--- config.mk ---
export PLATFORM = sky130hd
export DESIGN_NAME = ethernet_reply_frame_streamer
export DESIGN_NICKNAME = d
export VERILOG_FILES = /design/src/rtl/ethernet_reply_frame_streamer.sv
export SDC_FILE = /design/constraint.sdc
export NUM_CORES = 1
export LEC_CHECK = 0
export BUFFER_PORTS_ARGS = -buffer_cell sky130_fd_sc_hd__buf_2
export CORE_AREA = 4 4 226 228
export DETAILED_ROUTE_END_ITERATION = 8
export DIE_AREA = 0 0 230 232
export GPL_ROUTABILITY_DRIVEN = 0
export PLACE_DENSITY_LB_ADDON = 0.08
export SYNTH_ARGS = -nofsm -noshare
export SYNTH_HDL_FRONTEND = slang
export SYNTH_SLANG_ARGS = --single-unit
--- constraint.sdc ---
create_clock -name i_clk -period 19.6 [get_ports i_clk]
set_clock_uncertainty 0.1 [all_clocks]
set_input_delay 3.92 -clock i_clk [delete_from_list [all_inputs] [get_ports i_clk]]
set_output_delay 3.92 -clock i_clk [all_outputs]
set_load 0.02 [all_outputs]
--- src/rtl/ethernet_reply_frame_streamer.sv ---
// Reply frame streamer: captures a variable-length header plus FCS and streams
// preamble/SFD, header, optional zero pad and FCS as AXI-Stream beats.
module ethernet_reply_frame_streamer #(
   parameter int          DATA_W         = 64,
   parameter int          MAX_HEAD_BYTES = 42,
   parameter int          PAD_EN         = 1,
   parameter int          MIN_HEAD_BYTES = 60,
   parameter logic [63:0] PREAMBLE       = 64'h55555555555555D5
) (
   input  logic                        i_clk,
   input  logic                        i_reset,
   input  logic                        i_crc_valid,
   input  logic [31:0]                 i_crc,
   input  logic [MAX_HEAD_BYTES*8-1:0] i_head,
   input  logic [7:0]                  i_head_len,
   output logic [DATA_W-1:0]           o_tdata,
   output logic [DATA_W/8-1:0]         o_tkeep,
   output logic                        o_tvalid,
   output logic                        o_tlast,
   input  logic                        i_tready,
   output logic                        o_busy,
   output logic                        o_overflow,
   output logic                        o_len_err
);

   localparam int BYTES = DATA_W / 8;
   localparam int HW    = MAX_HEAD_BYTES * 8;
   localparam int MAXP  = (MAX_HEAD_BYTES > MIN_HEAD_BYTES) ? MAX_HEAD_BYTES : MIN_HEAD_BYTES;
   localparam int MAXNB = (12 + MAXP + BYTES - 1) / BYTES;
   localparam int BW    = $clog2(MAXNB + 1);

   typedef enum logic [1:0] {IDLE, LOAD, SEND} state_t;

   state_t            state_q;
   logic [31:0]       crc_q;
   logic [HW-1:0]     head_q;
   logic [7:0]        len_q;
   logic [15:0]       plen_q, flen_q;
   logic [BW-1:0]     nb_q, beat_q;
   logic [BYTES-1:0]  keep_last_q;
   logic [DATA_W-1:0] tdata_q, tdata_d;
   logic [BYTES-1:0]  tkeep_q, tkeep_d;
   logic              tvalid_q, tlast_q, tlast_d, busy_q, ovf_q, len_err_q;

   logic              len_ok;
   logic [15:0]       plen_d, flen_d, rem_d;
   logic [BW-1:0]     nb_d, nxt_beat;
   logic [BYTES-1:0]  keep_last_d;
   logic [15:0]       base;

   assign len_ok = (i_head_len != 8'd0) && (16'(i_head_len) <= 16'(MAX_HEAD_BYTES));

   assign plen_d      = ((PAD_EN != 0) && (16'(len_q) < 16'(MIN_HEAD_BYTES))) ?
                        16'(MIN_HEAD_BYTES) : 16'(len_q);
   assign flen_d      = plen_d + 16'd12;
   assign nb_d        = BW'((flen_d + 16'(BYTES - 1)) / 16'(BYTES));
   assign rem_d       = flen_d % 16'(BYTES);
   assign keep_last_d = (rem_d == 16'd0) ? {BYTES{1'b1}} : ~({BYTES{1'b1}} >> rem_d);

   // Byte k of the whole frame, from the captured request and computed lengths.
   function automatic logic [7:0] frame_byte(input logic [15:0] k);
      logic [HW-1:0] hsh;
      logic [31:0]   csh;
      logic [15:0]   ci;
      ci  = k - 16'd8 - plen_q;
      hsh = head_q << {k - 16'd8, 3'b000};
      csh = crc_q << {ci, 3'b000};
      frame_byte = 8'h00;
      if (k < 16'd8)                       frame_byte = PREAMBLE[{~k[2:0], 3'b000} +: 8];
      else if (k < 16'd8 + 16'(len_q))     frame_byte = hsh[HW-1 -: 8];
      else if (k < 16'd8 + plen_q)         frame_byte = 8'h00;
      else if (k < flen_q)                 frame_byte = csh[31:24];
   endfunction

   assign nxt_beat = tvalid_q ? beat_q + 1'b1 : '0;

   always_comb begin
      tdata_d = '0;
      base    = 16'(nxt_beat) * 16'(BYTES);
      for (int j = 0; j < BYTES; j++)
         tdata_d[(BYTES-1-j)*8 +: 8] = frame_byte(base + 16'(j));
      tlast_d = (nxt_beat == nb_q - 1'b1);
      tkeep_d = tlast_d ? keep_last_q : {BYTES{1'b1}};
   end

   always_ff @(posedge i_clk or posedge i_reset) begin
      if (i_reset) begin
         state_q     <= IDLE;
         crc_q       <= '0;
         head_q      <= '0;
         len_q       <= '0;
         plen_q      <= '0;
         flen_q      <= '0;
         nb_q        <= '0;
         beat_q      <= '0;
         keep_last_q <= '0;
         tdata_q     <= '0;
         tkeep_q     <= '0;
         tvalid_q    <= 1'b0;
         tlast_q     <= 1'b0;
         busy_q      <= 1'b0;
         ovf_q       <= 1'b0;
         len_err_q   <= 1'b0;
      end else begin
         ovf_q     <= 1'b0;
         len_err_q <= 1'b0;
         case (state_q)
            IDLE: if (i_crc_valid) begin
               crc_q     <= i_crc;
               head_q    <= i_head;
               len_q     <= len_ok ? i_head_len : 8'(MAX_HEAD_BYTES);
               len_err_q <= ~len_ok;
               busy_q    <= 1'b1;
               state_q   <= LOAD;
            end
            LOAD: begin
               ovf_q       <= i_crc_valid;
               plen_q      <= plen_d;
               flen_q      <= flen_d;
               nb_q        <= nb_d;
               keep_last_q <= keep_last_d;
               state_q     <= SEND;
            end
            SEND: begin
               ovf_q <= i_crc_valid;
               // First SEND cycle primes beat 0; afterwards beats advance on acceptance.
               if (!tvalid_q || i_tready) begin
                  if (tvalid_q && tlast_q) begin
                     state_q     <= IDLE;
                     crc_q       <= '0;
                     head_q      <= '0;
                     len_q       <= '0;
                     plen_q      <= '0;
                     flen_q      <= '0;
                     nb_q        <= '0;
                     beat_q      <= '0;
                     keep_last_q <= '0;
                     tdata_q     <= '0;
                     tkeep_q     <= '0;
                     tvalid_q    <= 1'b0;
                     tlast_q     <= 1'b0;
                     busy_q      <= 1'b0;
                  end else begin
                     beat_q   <= nxt_beat;
                     tdata_q  <= tdata_d;
                     tkeep_q  <= tkeep_d;
                     tlast_q  <= tlast_d;
                     tvalid_q <= 1'b1;
                  end
               end
            end
            default: state_q <= IDLE;
         endcase
      end
   end

   assign o_tdata    = tdata_q;
   assign o_tkeep    = tkeep_q;
   assign o_tvalid   = tvalid_q;
   assign o_tlast    = tlast_q;
   assign o_busy     = busy_q;
   assign o_overflow = ovf_q;
   assign o_len_err  = len_err_q;

endmodule

* Yosys cells after proc, flatten, opt, wreduce, memory -nomap -nowiden
Cells that the tools add are included.
Storage, ports and cells: register bits after elaboration 503, input port bits 380, output and inout bits 77, word-level logic and storage cells 205
Operators by class: add/subtract/negate cells 29, $lt $le $gt $ge 34, eq/ne operators 6, shift operators 24, multiplexer cells 73, bitwise operators 9, reductions and logical operators 14
Operators with widths (number):
- left shift 336 x 19 -> 336 bit | 8
- 2-to-1 mux 336 bit | 3
- case mux 336 bit (2 select lines) | 1
- indexed part select 64 x 7 -> 8 bit (first input constant) | 7
- < comparator 8 x 16 -> 1 bit | 20
- 2-to-1 mux 8 bit | 40
- left shift 32 x 19 -> 32 bit | 8
- subtractor 16 bit | 8
- 2-to-1 mux 32 bit | 3
- 2-to-1 mux 64 bit | 1
- case mux 16 bit (2 select lines) | 2
- case mux 32 bit (2 select lines) | 1
- subtractor 8 x 4 -> 9 bit (second input constant) | 7
- < comparator 8 x 4 -> 1 bit (second input constant) | 7
- < comparator 7 x 16 -> 1 bit | 3
- adder 7 x 3 -> 8 bit (second input constant) | 4
- 2-to-1 mux 16 bit | 2
- case mux 8 bit (2 select lines) | 2
- inverter 3 bit | 7
- adder 4 x 16 -> 16 bit (first input constant) | 1
- adder 7 x 2 -> 8 bit (second input constant) | 2
- logical NOT 16 bit | 1
- 2-to-1 mux 4 bit | 4
- adder 4 x 8 -> 9 bit (first input constant) | 1
- other kinds (32) | 46

* Logic depth before layout (Yosys ltp)
Gate-level depths: netlist (run 1).
word-level depth 11, depth in mapped cells 22, mapped depth without buffers 14

* Worst setup path before layout (run 1)
Ideal clock, no wire load.
path kind input to register, from input i_tready, to register head_q[173], library setup time 121 ps, arrival time 5148 ps, required time 19379 ps, setup slack 14231 ps, stages on the path 6, path buffers 2, cell sequence inv_1 -> o21ai_0 -> nand2_1 -> clkbuf_1 -> buf_1 -> a22o_1
On the way: word-level cells in the longest chain between the ends 3
RTL lines:
- start, declared | RTL line 20 | input logic i_tready,
- logical OR 1 bit | RTL line 127 | if (!tvalid_q || i_tready) begin
- != test 2 bit (no source line)
- AND reduction 4 bit (no source line)
- end signal, assigned | RTL line 110 | head_q <= i_head;
- end, declared | RTL line 36 | logic [HW-1:0] head_q;
No other way between the ends. A chain may end at the register's enable or synchronous reset.

* Final worst setup path (run 1)
from input i_tready, to register head_q[311]
Same word-level chain as after synthesis.

==> run metrics, run 1 <==
status finished clean; worst hold path depth 2; Seq/Total Area, Yosys 0.502; I/O Buffers 456; Post-DP Area 26800 um2; kind of start point of the critical path input port; WP data arrival 7.42 ns; Seq cells post-synth 486; Die Y 232 um; Core Region 48800 um2; clock period minus worst slack 6.99 ns; P_leak 13.6 nW; hold wc startpoint o_tkeep[7]$_DFFE_PP0P_; # fillers 4272; nets 3030; Power Density 225 nW/um2; clk root buf clkbuf_16; Tcrit/Tclk final 0.357; synth top area cells dfrtp_1 (50%), a22o_1 (14%), nand2_1 (3.7%), mux2i_1 (3.0%), a21oi_1 (3.0%); total CTS buffers 52; MaxCap Viol Count 0; Sum Neg Setup Slack 0 ns; DR vias 20900; routed len/inst 26.8 um; EDFF count, synth 0; post-synth cell types 86; worst setup margin 12.61 ns; Syn Inst Count 2253; Max Fclk 0.143 GHz; Clock Path Buffers 3; ratio of cells with drive above 1 in the final layout 0.238; Post-DRT Antenna Nets 0; grt ovf 0; vias in the first global route 20500; crit end category flop; Worst Path Required 20.04 ns; slew margin rel. 0.108; RSZ-0062 raised after global routing no; initial core utilization 0.496; DRC Markers 0; Design Area, Final 28500 um2; post-DR vias/cell 6.30; Post-Synthesis Net Count 2677; postcts setup bufs 0; Worst path slowest cell buf_4; Final Hold Vio Count 0; Final Setup Violations 0; hold buffers post-CTS 0; FF+latch area 12200 um2; hold endpoint o_tkeep[7]$_DFFE_PP0P_; Worst Hold Class flop to flop; final wirelength 89.1 mm; Max H-tree Level 2; drt first pass iters 5; CP cell instances buf_2 -> inv_1 -> o21ai_0 -> nand2_4 -> buf_12 -> buf_4 -> a22o_1; Die Wd 230 um; Worst-Margin Slew 1.34 ns; slowest cell delay on critical path 0.90 ns; FP Rows 81; # resized after CTS 0; crit path kind input port to flop; synthesis-to-layout area growth 17.9%; Yosys top cell area share 0.502; Max VDD drop 0.146 mV; DIE AREA 53400 um2; All-Layer GR Usage 0.324; combined area of the multi-input logic cells 11200 um2; clk sinks 486; CTS tree yes; post-DP HPWL 65.2 mm; R2R Setup Slk 13.33 ns; top_reg_cell synth dfrtp_1; count of warnings emitted by yosys 0; dpl ws 12.22 ns; Worst R2R End o_tdata[45]$_DFFE_PP0P_; DRT iter0 DRCs 2350; initial antenna violation count 22; worst-path fanout max 208; Ports 457; Synth area leader dfrtp_1; first-pass GRT wire length 131 mm; pin count of the biggest net entering global routing 243; async set-reset flop share out of synthesis 1.00; FF-to-FF path depth 13; mapped cell area 24200 um2; Clock Latency Late Sink 0.61 ns; max-slew violation count 0; reg2reg start o_tvalid$_DFFE_PP0P_; post-synthesis average cell area 10.7 um2; clk slew on worst S/H paths 0.06 ns
-- power breakdown --
part           leakage (nW)  internal, W  switching [W]
clock                 0.816     0.000566       0.000415
combinational          6.61      0.00132        0.00239
sequential             6.20      0.00143       0.000304
total                  13.6      0.00332        0.00311
-- stage by stage --
stage               power (W)  cells  hold slack (ns)   util
finish                0.00643   3324            0.362  0.584
global route          0.00679   3323            0.396  0.584
CTS                   0.00635   3308            0.369  0.583
detailed placement    0.00536   3216            0.356  0.549
global placement      0.00528   3216            0.350  0.549
floorplan             0.00421   2253            0.333      -
-- final cells by class --
type / instances / area share
Antenna cell: 16 / 0.00140
Clock buffer: 83 / 0.0542
Clock inverter: 9 / 0.00456
Inverter: 43 / 0.00610
Multi-Input combinational cell: 1544 / 0.391
Sequential cell: 486 / 0.426
Tap cell: 664 / 0.0291
Timing Repair Buffer: 479 / 0.0869
-- cell usage in the layout, fill, tap and decap left out, types with 10 or more instances in the layout --
cell / synthesis / final
clkbuf_8: 0 / 13
o31ai_1: 12 / 12
or3_1: 13 / 13
and3_1: 14 / 14
mux2i_1: 73 / 73
buf_4: 3 / 21
ha_1: 42 / 41
xnor2_1: 25 / 25
nor2_1: 80 / 78
a21o_1: 44 / 44
o22ai_1: 33 / 33
nor2b_1: 15 / 15
clkbuf_16: 0 / 52
nand3_1: 47 / 47
a31oi_1: 11 / 11
dfrtp_1: 486 / 486
a221o_1: 35 / 35
xor2_1: 11 / 11
nand2_1: 238 / 237
nor3_1: 10 / 10
a21oi_1: 143 / 143
clkbuf_1: 130 / 18
diode_2: 0 / 16
o21ai_0: 92 / 91
mux4_2: 20 / 20
and2_1: 22 / 22
buf_2: 29 / 456
a22o_1: 384 / 384
inv_1: 39 / 37
mux2_2: 17 / 17
a211oi_1: 14 / 14
-- worst max-delay path by stage --
| stage | startpoint | cells past startpoint | to | slack [ns] |
|---|---|---|---|---|
| finish | i_tready | 7 | head_q[311]$_DFFE_PP0P_ | 12.61 |
| global placement | i_tready | 7 | head_q[53]$_DFFE_PP0P_ | 12.30 |
| floorplan | i_reset | 1 | beat_q[0]$_DFFE_PP0P_ | 2.02 |
| global route | i_tready | 7 | head_q[177]$_DFFE_PP0P_ | 12.51 |
| CTS | i_tready | 7 | head_q[243]$_DFFE_PP0P_ | 12.86 |
| detailed placement | i_tready | 7 | head_q[311]$_DFFE_PP0P_ | 12.22 |
-- flip-flops by register name (all words and copies together), names as in the netlist, 2 cells and up --
signal and count:
beat_q 4, nb_q 4, o_tdata 64, state_q 2, plen_q 8, crc_q 32
len_q 8, keep_last_q 8, o_tkeep 8, flen_q 7, head_q 336
-- critical path: cells and delay by family --
family / cells / cell delay (ns)
and+or+nand+nor: 1 / 0.81
buffers and inverters: 4 / 1.70
AOI/OAI and AO/OA: 2 / 0.52
-- synthesized netlist by cell type, drive strengths merged (5+ instances only) --
cell type and n:
dfrtp 486, a22o 384, nand2 238, a21oi 144
clkbuf 130, o21ai 97, nor2 83, mux2i 73
buf 50, nand3 47, a21o 44, ha 42
inv 42, a221o 35, o22ai 33, xnor2 26
and2 22, mux2 22, mux4 20, nor2b 15
a211oi 14, and3 14, nor3 13, or3 13
o31ai 12, xor2 12, a31oi 11, nand4 9
nor4 9, o21a 9, a22oi 7, a221oi 6
nand2b 6, nor4b 5, o41ai 5, or2 5
-- kinds of logic after synthesis --
kind of cell,Yosys count,synth area share
AOI/OAI and AO/OA,855,0.266
xor gates and xnor gates,38,0.0144
adders and majority gates,44,0.0234
buffers and inverters,223,0.0379
DFF,486,0.502
muxes,115,0.0598
and+or+nand+nor,492,0.0962
-- routing by layer --
layer / track usage / vias up / routed length [um]
met3: 0.0703 / 195 / 7910
met5: 0 / - / 48
li1: - / 9224 / -
met2: 0.500 / 1025 / 41100
met1: 0.450 / 10500 / 36200
met4: 0.130 / 6 / 3890
Note: power is estimated with default switching activity, not from simulation.
==> run 2: changes to the inputs <==
==> constraint.sdc (replaced) <==
create_clock -name i_clk -period 6.4 [get_ports i_clk]
set_clock_uncertainty 0.1 [all_clocks]
set_input_delay 1.28 -clock i_clk [delete_from_list [all_inputs] [get_ports i_clk]]
set_output_delay 1.28 -clock i_clk [all_outputs]
set_load 0.02 [all_outputs]
==> run 2 against run 1 <==
Net effect:
- final cell count increased by 0.60%
- via count rose by 0.84%
- clock-buffer cell count is 1 lower
- non-clock buffer count increased by 1
- core utilization up 0.30 points
- setup slack worse by 12 ns
- combinational power increased to 3.1 times the previous value
- clock power grew to 3.2 times the previous value
- sequential power rose to 3.1 times the previous value
- sequential cell count did not move
- critical endpoint is now o_tdata[37]$_DFFE_PP0P_
==> run metrics, run 2 (synthesized netlist as in run 1, its figures left out) <==
pin count of the biggest net entering global routing 209; crit end category flop; DR vias 21100; Worst R2R End o_tdata[37]$_DFFE_PP0P_; Worst Hold Class flop to flop; clock period minus worst slack 5.77 ns; routed len/inst 26.9 um; FP Rows 81; grt ovf 0; status finished clean; most frequent cells in the layout dfrtp_1 (486), buf_2 (456), a22o_1 (384), nand2_1 (237), a21oi_1 (143); hold buffers post-CTS 0; Die Wd 230 um; DRT iter0 DRCs 2300; slowest cell delay on critical path 0.94 ns; initial antenna violation count 46; WP data arrival 6.22 ns; nets 3032; delay-heaviest family, CP simple AND/OR/NAND/NOR gates; Worst Path Required 6.85 ns; initial core utilization 0.496; Largest Register head_q; R2R Setup Slk 0.63 ns; RSZ-0062 raised after global routing no; DIE AREA 53400 um2; Max VDD drop 0.610 mV; dpl cells 3217; Worst path slowest cell ha_1; CTS tree yes; MaxCap Viol Count 0; synthesis-to-layout area growth 18.5%; # resized after CTS 0; Combinational Power Share 0.573; I/O Buffers 456; Die Y 232 um; Net Switching 0.00958 W; vias in the first global route 20500; slew margin rel. 0.144; worst-path fanout max 39; Max H-tree Level 2; post-DR vias/cell 6.32; sw frac 0.483; total CTS buffers 53; CP cell instances nand2b_4 -> ha_2 -> a21boi_4 -> nor2_4 -> inv_4 -> ha_1 -> nand2_1 -> nor2_1 -> a21oi_1 -> xnor2_1 -> o2111ai_1 -> nor3_1 -> a21bo_2; worst hold path depth 2; postcts setup bufs 0; Worst-Margin Slew 1.28 ns; Clock Latency Late Sink 0.62 ns; Buf/Inv on CP 1; Final Setup Violations 0; post-DP HPWL 66.0 mm; Core Region 48800 um2; drt first pass iters 9; Power Density 691 nW/um2; ratio of cells with drive above 1 in the final layout 0.240; reg2reg start o_tvalid$_DFFE_PP0P_; crit path kind flop to flop; most common cell after layout, fill and taps aside dfrtp_1; Power Internal 0.0102 W; Design Area, Final 28700 um2; first-pass GRT wire length 132 mm; FF-to-FF path depth 13; hold wc startpoint o_tkeep[4]$_DFFE_PP0P_; DRC Markers 0; clk sinks 486; max-slew violation count 0; final wirelength 89.8 mm; All-Layer GR Usage 0.326; power share of the sequential group 0.271; Post-Layout Cell Count 3344; Clock Path Buffers 3; clk slew on worst S/H paths 0.06 ns; clk root buf clkbuf_16; clock power share 0.157; Ports 457; Tcrit/Tclk final 0.902; max reg flops 336; P_leak 13.7 nW; hold endpoint o_tkeep[4]$_DFFE_PP0P_; Max Fclk 0.173 GHz; kind of start point of the critical path flop; Post-DP Area 26800 um2; Post-DRT Antenna Nets 0; Final Hold Vio Count 0
run 2: power groups by stage:
stage          clock [W]  sequential (W)  combinational [W]
2_1_floorplan          0         0.00525            0.00765
3_3_place_gp           0         0.00534             0.0109
3_5_place_dp           0         0.00537             0.0111
4_1_cts          0.00314         0.00533             0.0111
5_1_grt          0.00327         0.00549             0.0121
6_report         0.00311         0.00537             0.0114
run 2: worst max path at each step:
stage                          from                      end  slack (ns)  cells past startpoint
4_1_cts        o_tvalid$_DFFE_PP0P_  o_tdata[37]$_DFFE_PP0P_        0.79                     13
3_5_place_dp   o_tvalid$_DFFE_PP0P_  o_tdata[37]$_DFFE_PP0P_        0.83                     13
2_1_floorplan               i_reset    beat_q[0]$_DFFE_PP0P_       -1.57                      1
6_report       o_tvalid$_DFFE_PP0P_  o_tdata[37]$_DFFE_PP0P_        0.63                     13
3_3_place_gp   o_tvalid$_DFFE_PP0P_  o_tdata[25]$_DFFE_PP0P_        1.04                     13
5_1_grt        o_tvalid$_DFFE_PP0P_  o_tdata[33]$_DFFE_PP0P_        0.41                     13
run 2: final cells by class:
type,count,area [um2]
clock buffer,82,1570
fill,4253,20200
inverter,43,170
sequential,486,12200
multi-input combinational,1544,11200
antenna,31,77.6
tap,664,831
clock inverter,14,188
timing repair buffer,480,2510
run 2: worst reg2reg max path: stages (launching register included):
cell	delay, ns
dfrtp_1	0.67
nand2b_4	0.27
ha_2	0.34
a21boi_4	0.20
nor2_4	0.56
inv_4	0.40
ha_1	0.94
nand2_1	0.24
nor2_1	0.36
a21oi_1	0.16
xnor2_1	0.19
o2111ai_1	0.29
nor3_1	0.74
a21bo_2	0.26
run 2: stage by stage:
step	utilization	setup TNS, ns	hold WS [ns]	total power, W	setup slack (ns)
2_1_floorplan	-	-762.37	0.333	0.0129	-1.57
3_3_place_gp	0.550	0	0.352	0.0162	1.04
3_5_place_dp	0.550	0	0.350	0.0164	0.829
4_1_cts	0.585	0	0.363	0.0196	0.792
5_1_grt	0.586	0	0.397	0.0208	0.406
6_report	0.587	0	0.357	0.0198	0.627
run 2: metal layers:
| layer | track usage | vias to the layer above | share of wire |
|---|---|---|---|
| li1 | - | 9254 | - |
| met1 | 0.435 | 10500 | 0.40 |
| met2 | 0.499 | 1057 | 0.45 |
| met3 | 0.0972 | 252 | 0.099 |
| met4 | 0.135 | 32 | 0.046 |
| met5 | 0 | - | 0.0020 |
